### src/rtl/apb_pkg.sv
// Shared types and constants for the APB master: FSM state encoding,
// default bus widths and wait-counter helpers.
package apb_pkg;

  localparam int APB_ADDR_W = 8;
  localparam int APB_DATA_W = 8;
  localparam int WAIT_W     = 8;

  typedef enum logic [1:0] {
    IDLE   = 2'b00,
    SETUP  = 2'b01,
    ACCESS = 2'b10
  } apb_state_e;

  // Counter value at which a stalled ACCESS phase gives up.
  function automatic logic [WAIT_W-1:0] timeout_last(input int timeout);
    return WAIT_W'(timeout - 1);
  endfunction

  function automatic logic [WAIT_W-1:0] sat_inc(input logic [WAIT_W-1:0] value);
    if (value == {WAIT_W{1'b1}}) begin
      return value;
    end else begin
      return value + {{(WAIT_W-1){1'b0}}, 1'b1};
    end
  endfunction

endpackage

### src/rtl/apb_master_if.sv
// Request/response handshake plus APB bus signals of the APB master,
// with modports for the master itself and for whatever drives it.
interface apb_master_if
  import apb_pkg::*;
#(
  parameter int ADDR_W = APB_ADDR_W,
  parameter int DATA_W = APB_DATA_W
);

  logic              req_valid;
  logic              req_ready;
  logic              req_write;
  logic [ADDR_W-1:0] req_addr;
  logic [DATA_W-1:0] req_wdata;

  logic              rsp_valid;
  logic [DATA_W-1:0] rsp_rdata;
  logic              rsp_err;

  logic              PSEL;
  logic              PENABLE;
  logic              PWRITE;
  logic [ADDR_W-1:0] PADDR;
  logic [DATA_W-1:0] PWDATA;
  logic [DATA_W-1:0] PRDATA;
  logic              PREADY;

  modport master (
    input  req_valid, req_write, req_addr, req_wdata, PRDATA, PREADY,
    output req_ready, rsp_valid, rsp_rdata, rsp_err,
    output PSEL, PENABLE, PWRITE, PADDR, PWDATA
  );

  modport slave (
    output req_valid, req_write, req_addr, req_wdata, PRDATA, PREADY,
    input  req_ready, rsp_valid, rsp_rdata, rsp_err,
    input  PSEL, PENABLE, PWRITE, PADDR, PWDATA
  );

endinterface

### src/rtl/apb_master.sv
// Single-outstanding APB master: turns valid/ready requests into APB
// SETUP/ACCESS transfers with back-to-back support and a wait-state timeout.
module apb_master
  import apb_pkg::*;
#(
  parameter int ADDR_W  = APB_ADDR_W,
  parameter int DATA_W  = APB_DATA_W,
  parameter int TIMEOUT = 16
) (
  input logic          PCLK,
  input logic          RESET,
  apb_master_if.master bus
);

  localparam logic [WAIT_W-1:0] TIMEOUT_LAST = timeout_last(TIMEOUT);

  apb_state_e        state_r;
  logic              psel_r;
  logic              penable_r;
  logic              pwrite_r;
  logic [ADDR_W-1:0] paddr_r;
  logic [DATA_W-1:0] pwdata_r;
  logic              rsp_valid_r;
  logic [DATA_W-1:0] rsp_rdata_r;
  logic              rsp_err_r;
  logic [WAIT_W-1:0] wait_cnt_r;

  logic              complete_s;
  logic              req_ready_s;
  logic              accept_s;

  // Completion of the ACCESS phase and request acceptance for this cycle
  always_comb begin
    complete_s = 1'b0;
    if (state_r == ACCESS) begin
      complete_s = bus.PREADY || (wait_cnt_r == TIMEOUT_LAST);
    end else begin
      complete_s = 1'b0;
    end
    req_ready_s = (state_r == IDLE) || complete_s;
    accept_s    = bus.req_valid && req_ready_s;
  end

  // Transfer FSM with registered APB drive, response and wait counter
  always_ff @(posedge PCLK or posedge RESET) begin
    if (RESET) begin
      state_r     <= IDLE;
      psel_r      <= 1'b0;
      penable_r   <= 1'b0;
      pwrite_r    <= 1'b0;
      paddr_r     <= '0;
      pwdata_r    <= '0;
      rsp_valid_r <= 1'b0;
      rsp_rdata_r <= '0;
      rsp_err_r   <= 1'b0;
      wait_cnt_r  <= '0;
    end else begin
      rsp_valid_r <= 1'b0;
      rsp_rdata_r <= '0;
      rsp_err_r   <= 1'b0;
      case (state_r)
        IDLE: begin
          if (accept_s) begin
            paddr_r   <= bus.req_addr;
            pwrite_r  <= bus.req_write;
            pwdata_r  <= bus.req_wdata;
            psel_r    <= 1'b1;
            penable_r <= 1'b0;
            state_r   <= SETUP;
          end else begin
            psel_r    <= 1'b0;
            penable_r <= 1'b0;
            state_r   <= IDLE;
          end
        end
        SETUP: begin
          psel_r     <= 1'b1;
          penable_r  <= 1'b1;
          wait_cnt_r <= '0;
          state_r    <= ACCESS;
        end
        ACCESS: begin
          if (complete_s) begin
            // PREADY wins over a coincident timeout; read data only on a real read.
            rsp_valid_r <= 1'b1;
            rsp_err_r   <= ~bus.PREADY;
            rsp_rdata_r <= (bus.PREADY && !pwrite_r) ? bus.PRDATA : '0;
            if (accept_s) begin
              paddr_r   <= bus.req_addr;
              pwrite_r  <= bus.req_write;
              pwdata_r  <= bus.req_wdata;
              psel_r    <= 1'b1;
              penable_r <= 1'b0;
              state_r   <= SETUP;
            end else begin
              psel_r    <= 1'b0;
              penable_r <= 1'b0;
              state_r   <= IDLE;
            end
          end else begin
            wait_cnt_r <= sat_inc(wait_cnt_r);
            state_r    <= ACCESS;
          end
        end
        default: begin
          psel_r    <= 1'b0;
          penable_r <= 1'b0;
          state_r   <= IDLE;
        end
      endcase
    end
  end

  assign bus.req_ready = req_ready_s;
  assign bus.rsp_valid = rsp_valid_r;
  assign bus.rsp_rdata = rsp_rdata_r;
  assign bus.rsp_err   = rsp_err_r;
  assign bus.PSEL      = psel_r;
  assign bus.PENABLE   = penable_r;
  assign bus.PWRITE    = pwrite_r;
  assign bus.PADDR     = paddr_r;
  assign bus.PWDATA    = pwdata_r;

endmodule

### src/flat_wrapper.sv
// flat-port wrapper written by rule: the top's interface ports become plain ports
module apb_master_flat import apb_pkg::*;
#(
  parameter int ADDR_W  = APB_ADDR_W,
  parameter int DATA_W  = APB_DATA_W,
  parameter int TIMEOUT = 16
)
  (PCLK, RESET, bus_req_valid, bus_req_write, bus_req_addr, bus_req_wdata, bus_PRDATA, bus_PREADY, bus_req_ready, bus_rsp_valid, bus_rsp_rdata, bus_rsp_err, bus_PSEL, bus_PENABLE, bus_PWRITE, bus_PADDR, bus_PWDATA);
  apb_master_if #(.ADDR_W(ADDR_W), .DATA_W(DATA_W)) bus_i ();
  input logic PCLK;
  input logic RESET;
  input wire logic [$bits(bus_i.req_valid)-1:0] bus_req_valid;
  input wire logic [$bits(bus_i.req_write)-1:0] bus_req_write;
  input wire logic [$bits(bus_i.req_addr)-1:0] bus_req_addr;
  input wire logic [$bits(bus_i.req_wdata)-1:0] bus_req_wdata;
  input wire logic [$bits(bus_i.PRDATA)-1:0] bus_PRDATA;
  input wire logic [$bits(bus_i.PREADY)-1:0] bus_PREADY;
  output wire logic [$bits(bus_i.req_ready)-1:0] bus_req_ready;
  output wire logic [$bits(bus_i.rsp_valid)-1:0] bus_rsp_valid;
  output wire logic [$bits(bus_i.rsp_rdata)-1:0] bus_rsp_rdata;
  output wire logic [$bits(bus_i.rsp_err)-1:0] bus_rsp_err;
  output wire logic [$bits(bus_i.PSEL)-1:0] bus_PSEL;
  output wire logic [$bits(bus_i.PENABLE)-1:0] bus_PENABLE;
  output wire logic [$bits(bus_i.PWRITE)-1:0] bus_PWRITE;
  output wire logic [$bits(bus_i.PADDR)-1:0] bus_PADDR;
  output wire logic [$bits(bus_i.PWDATA)-1:0] bus_PWDATA;
  assign bus_i.req_valid = bus_req_valid;
  assign bus_i.req_write = bus_req_write;
  assign bus_i.req_addr = bus_req_addr;
  assign bus_i.req_wdata = bus_req_wdata;
  assign bus_i.PRDATA = bus_PRDATA;
  assign bus_i.PREADY = bus_PREADY;
  assign bus_req_ready = bus_i.req_ready;
  assign bus_rsp_valid = bus_i.rsp_valid;
  assign bus_rsp_rdata = bus_i.rsp_rdata;
  assign bus_rsp_err = bus_i.rsp_err;
  assign bus_PSEL = bus_i.PSEL;
  assign bus_PENABLE = bus_i.PENABLE;
  assign bus_PWRITE = bus_i.PWRITE;
  assign bus_PADDR = bus_i.PADDR;
  assign bus_PWDATA = bus_i.PWDATA;
  apb_master #(.ADDR_W(ADDR_W), .DATA_W(DATA_W), .TIMEOUT(TIMEOUT)) u_core (.PCLK(PCLK), .RESET(RESET), .bus(bus_i));
endmodule
### config.mk
export PLATFORM = sky130hd
export DESIGN_NAME = apb_master_flat
export DESIGN_NICKNAME = d
export VERILOG_FILES = /design/src/rtl/apb_pkg.sv /design/src/rtl/apb_master_if.sv /design/src/rtl/apb_master.sv /design/src/flat_wrapper.sv
export SDC_FILE = /design/constraint.sdc
export NUM_CORES = 1
export LEC_CHECK = 0
export CELL_PAD_IN_SITES_DETAIL_PLACEMENT = 0
export CELL_PAD_IN_SITES_GLOBAL_PLACEMENT = 1
export CORE_ASPECT_RATIO = 1.2
export CORE_MARGIN = 2
export CORE_UTILIZATION = 35
export DETAILED_ROUTE_END_ITERATION = 6
export PLACE_DENSITY_LB_ADDON = 0.3
export SYNTH_ARGS = -nofsm -noshare
export SYNTH_HDL_FRONTEND = slang
export SYNTH_SLANG_ARGS = --single-unit
### constraint.sdc
create_clock -name PCLK -period 2.7 [get_ports PCLK]
set_clock_uncertainty 0.15 [all_clocks]
set_input_delay 0.81 -clock PCLK [delete_from_list [all_inputs] [get_ports PCLK]]
set_output_delay 0.81 -clock PCLK [all_outputs]
set_load 0.02 [all_outputs]
==> metrics.sh <==
STATUS='complete, no violations'
CTS_HOLD_BUFFERS=0
DRT-WIRELENGTH-PER-CELL_MICRONS=14.1
ANTENNA_LEFT=0
CLK_PATH_BUF_DEPTH=2
SYNTH.DISTINCT_CELLS=35
YOSYSTOPAREACELLSHARE_PCT=55.8
NUMCTSBUFFERS=5
CLOCK.FMAX_MHz=391
HTREE_LEVELS=2
CP.REQUIRED_PS=1740
IOS=59
SETUP.WORST_PATH.CLASS='flip-flop to primary output'
YOSYS_MOST_USED_DFF='sky130_fd_sc_hd__dfrtp_1'
DIE_WIDTH_MICRONS=68.5
STDCELL_COUNT=264
FINAL_CORE_UTILIZATION_PCT=53.6
CP_BUFS_INVS=2
VIA_COUNT_OF_THE_FIRST_GLOBAL_ROUTING_PASS=1243
FINAL_HPWL_DP_MICRONS=2810
POST_SYNTH_MOST_FREQUENT_CELLS='sky130_fd_sc_hd__dfrtp_1 (39), sky130_fd_sc_hd__mux2_4 (10), sky130_fd_sc_hd__and2_1 (9), sky130_fd_sc_hd__mux2_2 (9), sky130_fd_sc_hd__nand2_1 (6)'
ANTENNA_FOUND_INITIAL=0
MAX_CAP_VIOLATIONS=0
PORT-BUFFER-COUNT=58
SETUP_WS_PS=144
VIAS_PER_CELL=4.80
SYNTH.MOST_COMMON_CELL='sky130_fd_sc_hd__dfrtp_1'
FINAL_NETS=237
CORE_AREA_SQ_UM=4870
P_PER_AREA_nW_PER_UM2=1000
PROPORTION_OF_LAYOUT_CELLS_WITH_A_DRIVE_SUFFIX_ABOVE_1_PCT=22.1
CPPEAKSTAGEDELAY_PS=350
TIMING_MAX_TRANSITION_VIOLATIONS_FINAL=0
SYNTH_WARNINGS=0
CRITICAL_PATH.CELL_CHAIN='inv_1 > ha_1 > and4_1 > a21oi_4 > nand2b_1 > buf_6'
FP-ROW-COUNT=28
INSERTEDDIODECOUNT=0
VIA_COUNT=1267
CTS_NUM_SINKS=39
WORSTMARGINPINSLEW_PS=605
DPL_CELLS=256
POSTSYNTHNETCOUNT=164
CLK_TRANSITION_REPORTED_PATHS_PS=70
PLACED_CELL_AREA_SQ_UM=2470
SYNTH-SEQ-AREA-SHARE_PCT=55.8
SYNTH_CELLS=130
SETUP_TOTAL_NEGATIVE_SLACK_PS=0
SYNTH_ASYNC_SR_FLOP_SHARE_PCT=100
DATA_ARRIVAL_CRITICAL_PATH_PS=1600
GPL.FINAL_WEIGHTED_CONGESTION=0.868
CTS.ROOT.BUFFER_CELL='sky130_fd_sc_hd__clkbuf_8'
GRT_PASS1_WL_MICRONS=5910
TRITONCTS='done'
TIMING.CRITICAL_PATH.FROM_TYPE='flip-flop'
SYNTH_ENABLE_FLOP_CELLS=0
GRT_SETUP_UNREPAIRED='no'
DRT_FIRST_PASS_ITERS=4
DETAIL_ROUTE.ITER0.VIOLATIONS=51
ROUTED_WL_MICRONS=3720
CELL_TYPES_OCCUPYING_THE_MOST_AREA_AFTER_SYNTHESIS='sky130_fd_sc_hd__dfrtp_1 (56%), sky130_fd_sc_hd__mux2_4 (8.6%), sky130_fd_sc_hd__mux2_2 (5.8%)'
CPLARGESTDELAYFAMILY='flip-flops'
FIN_AREA_SQ_UM=2610
VERTICAL_EXTENT_OF_THE_DIE_MICRONS=81.4
PEAK_SUPPLY_DROP_uV=474
INSERTION_DELAY_PS=290
DESIGN.DIE.AREA_SQ_UM=5580
POST-LAYOUT-TOTAL-POWER_mW=2.62
POWER.LEAKAGE_nW=1.16
DRC_ERRORS=0
CRITPATHCAPTURETYPE='primary output'
SYN_TO_FINAL_GROWTH_PCT=49.1
SYNTHDOMINANTAREACELLTYPE='sky130_fd_sc_hd__dfrtp_1'
WORST_HOLD_PATH_TYPE='flip-flop to flip-flop'
GRT_MAX_DEGREE=33
SETUP_VIOL=0
PERIOD_NEEDED_PS=2560
DP_WORST_SETUP_SLACK_PS=-470
TIMING.CRITICAL_PATH.FANOUT_MAX=5
GR-USAGE-ALL-LAYERS_PCT=14.5
CP_SLOWEST_CELL='sky130_fd_sc_hd__dfrtp_1'
RELSLEWSLACK_PCT=59.4
GRT.OVERFLOW.TOTAL=0
TIMING_HOLD_VIOLATIONS_FINAL=0
RATIO_OF_FINAL_MINIMUM_PERIOD_TO_CLOCK_PERIOD_PCT=94.7
SYNTH_AREA_PER_CELL_SQ_UM=13.5
INITIAL_CORE_UTIL_PCT=35.9
SYNTH.CELL_AREA_SQ_UM=1750
HOLD-WORST-SLACK_PS=341
SYNTH_SEQ_CELLS=39
## final timing paths
check	startpoint	to	slack (ps)	cells after the start
min in group asynchronous	RESET	u_core.bus.PENABLE	640	2
hold reg to reg	u_core.bus.PSEL	u_core.bus.PSEL	340	1
max in group asynchronous	RESET	u_core.bus.rsp_rdata[1]	1290	3
setup reg to reg	u_core.state_r[0]	u_core.wait_cnt_r[5]	470	8
hold / removal	u_core.bus.PSEL	u_core.bus.PSEL	340	1
setup / recovery	u_core.state_r[0]	bus_req_ready	140	6
## routing by layer
layer / global-route usage, % / vias up / wire [microns]
met5: 0 / - / 0
met4: 6.60 / 0 / 67
met3: 4.25 / 7 / 250
met2: 23.0 / 34 / 1850
met1: 17.9 / 617 / 1550
li1: - / 609 / -
## cell families after synthesis
kind of cell,count (synthesis),share of synthesized area [%]
flops,39,55.8
mux,20,14.9
fa+ha+maj,5,3.58
buf+inv,7,3.29
compound gates,18,7.65
simple gates,41,14.7
## report_power, final
part | internal [mW] | switching [mW]
Clock | 0.369 | 0.194
Combinational | 0.644 | 0.560
Sequential | 0.761 | 0.0913
## flip-flops by register name, summed over array words and instances, names as in the netlist
| name | flops |
|---|---|
| u_core.wait_cnt_r | 8 |
| u_core.state_r | 2 |
| u_core.bus.PADDR | 8 |
| u_core.bus.rsp_valid | 1 |
| u_core.bus.rsp_err | 1 |
| u_core.bus.PENABLE | 1 |
| u_core.bus.PSEL | 1 |
| u_core.bus.PWRITE | 1 |
| u_core.bus.PWDATA | 8 |
| u_core.bus.rsp_rdata | 8 |
## worst register-to-register path, cell delays in order, from the launching register on
cell and delay, ps:
sky130_fd_sc_hd__dfrtp_1 350, sky130_fd_sc_hd__inv_1 60, sky130_fd_sc_hd__ha_1 260, sky130_fd_sc_hd__and4_1 260
sky130_fd_sc_hd__a21oi_4 150, sky130_fd_sc_hd__buf_4 150, sky130_fd_sc_hd__inv_2 80, sky130_fd_sc_hd__nor4_1 460
sky130_fd_sc_hd__mux2i_1 230
## placed cells by master (no fill, tap or decap), drive strengths merged, types with 2 or more instances in the layout
cell           instances
a21oi                  5
and2                  10
buf                   12
bufinv                 2
clkbuf                 6
clkdlybuf4s50         56
dfrtp                 39
ha                     5
inv                    4
mux2                  19
nand2                  6
nand2b                 4
nand3                  2
nand4                  4
nor2                   4
nor2b                  2
nor4                   2
o21a                   2
o21ai                  3
o31ai                  3
or4                    3
## area by class of cell
| class | instances | area [sq um] |
|---|---|---|
| multi-input cells | 84 | 718 |
| well taps | 60 | 75.1 |
| inverters | 4 | 15.0 |
| fillers | 408 | 2260 |
| flip-flops and latches | 39 | 976 |
| clock inverters | 2 | 60.1 |
| repair buffers | 69 | 692 |
| clock buffers | 6 | 72.6 |
## repair_timing
action,CTS,global route
setup buffers,0,0
endpoints found under the setup margin,1,1
resized for setup,7,1
Note: power is estimated with default switching activity, not from simulation.
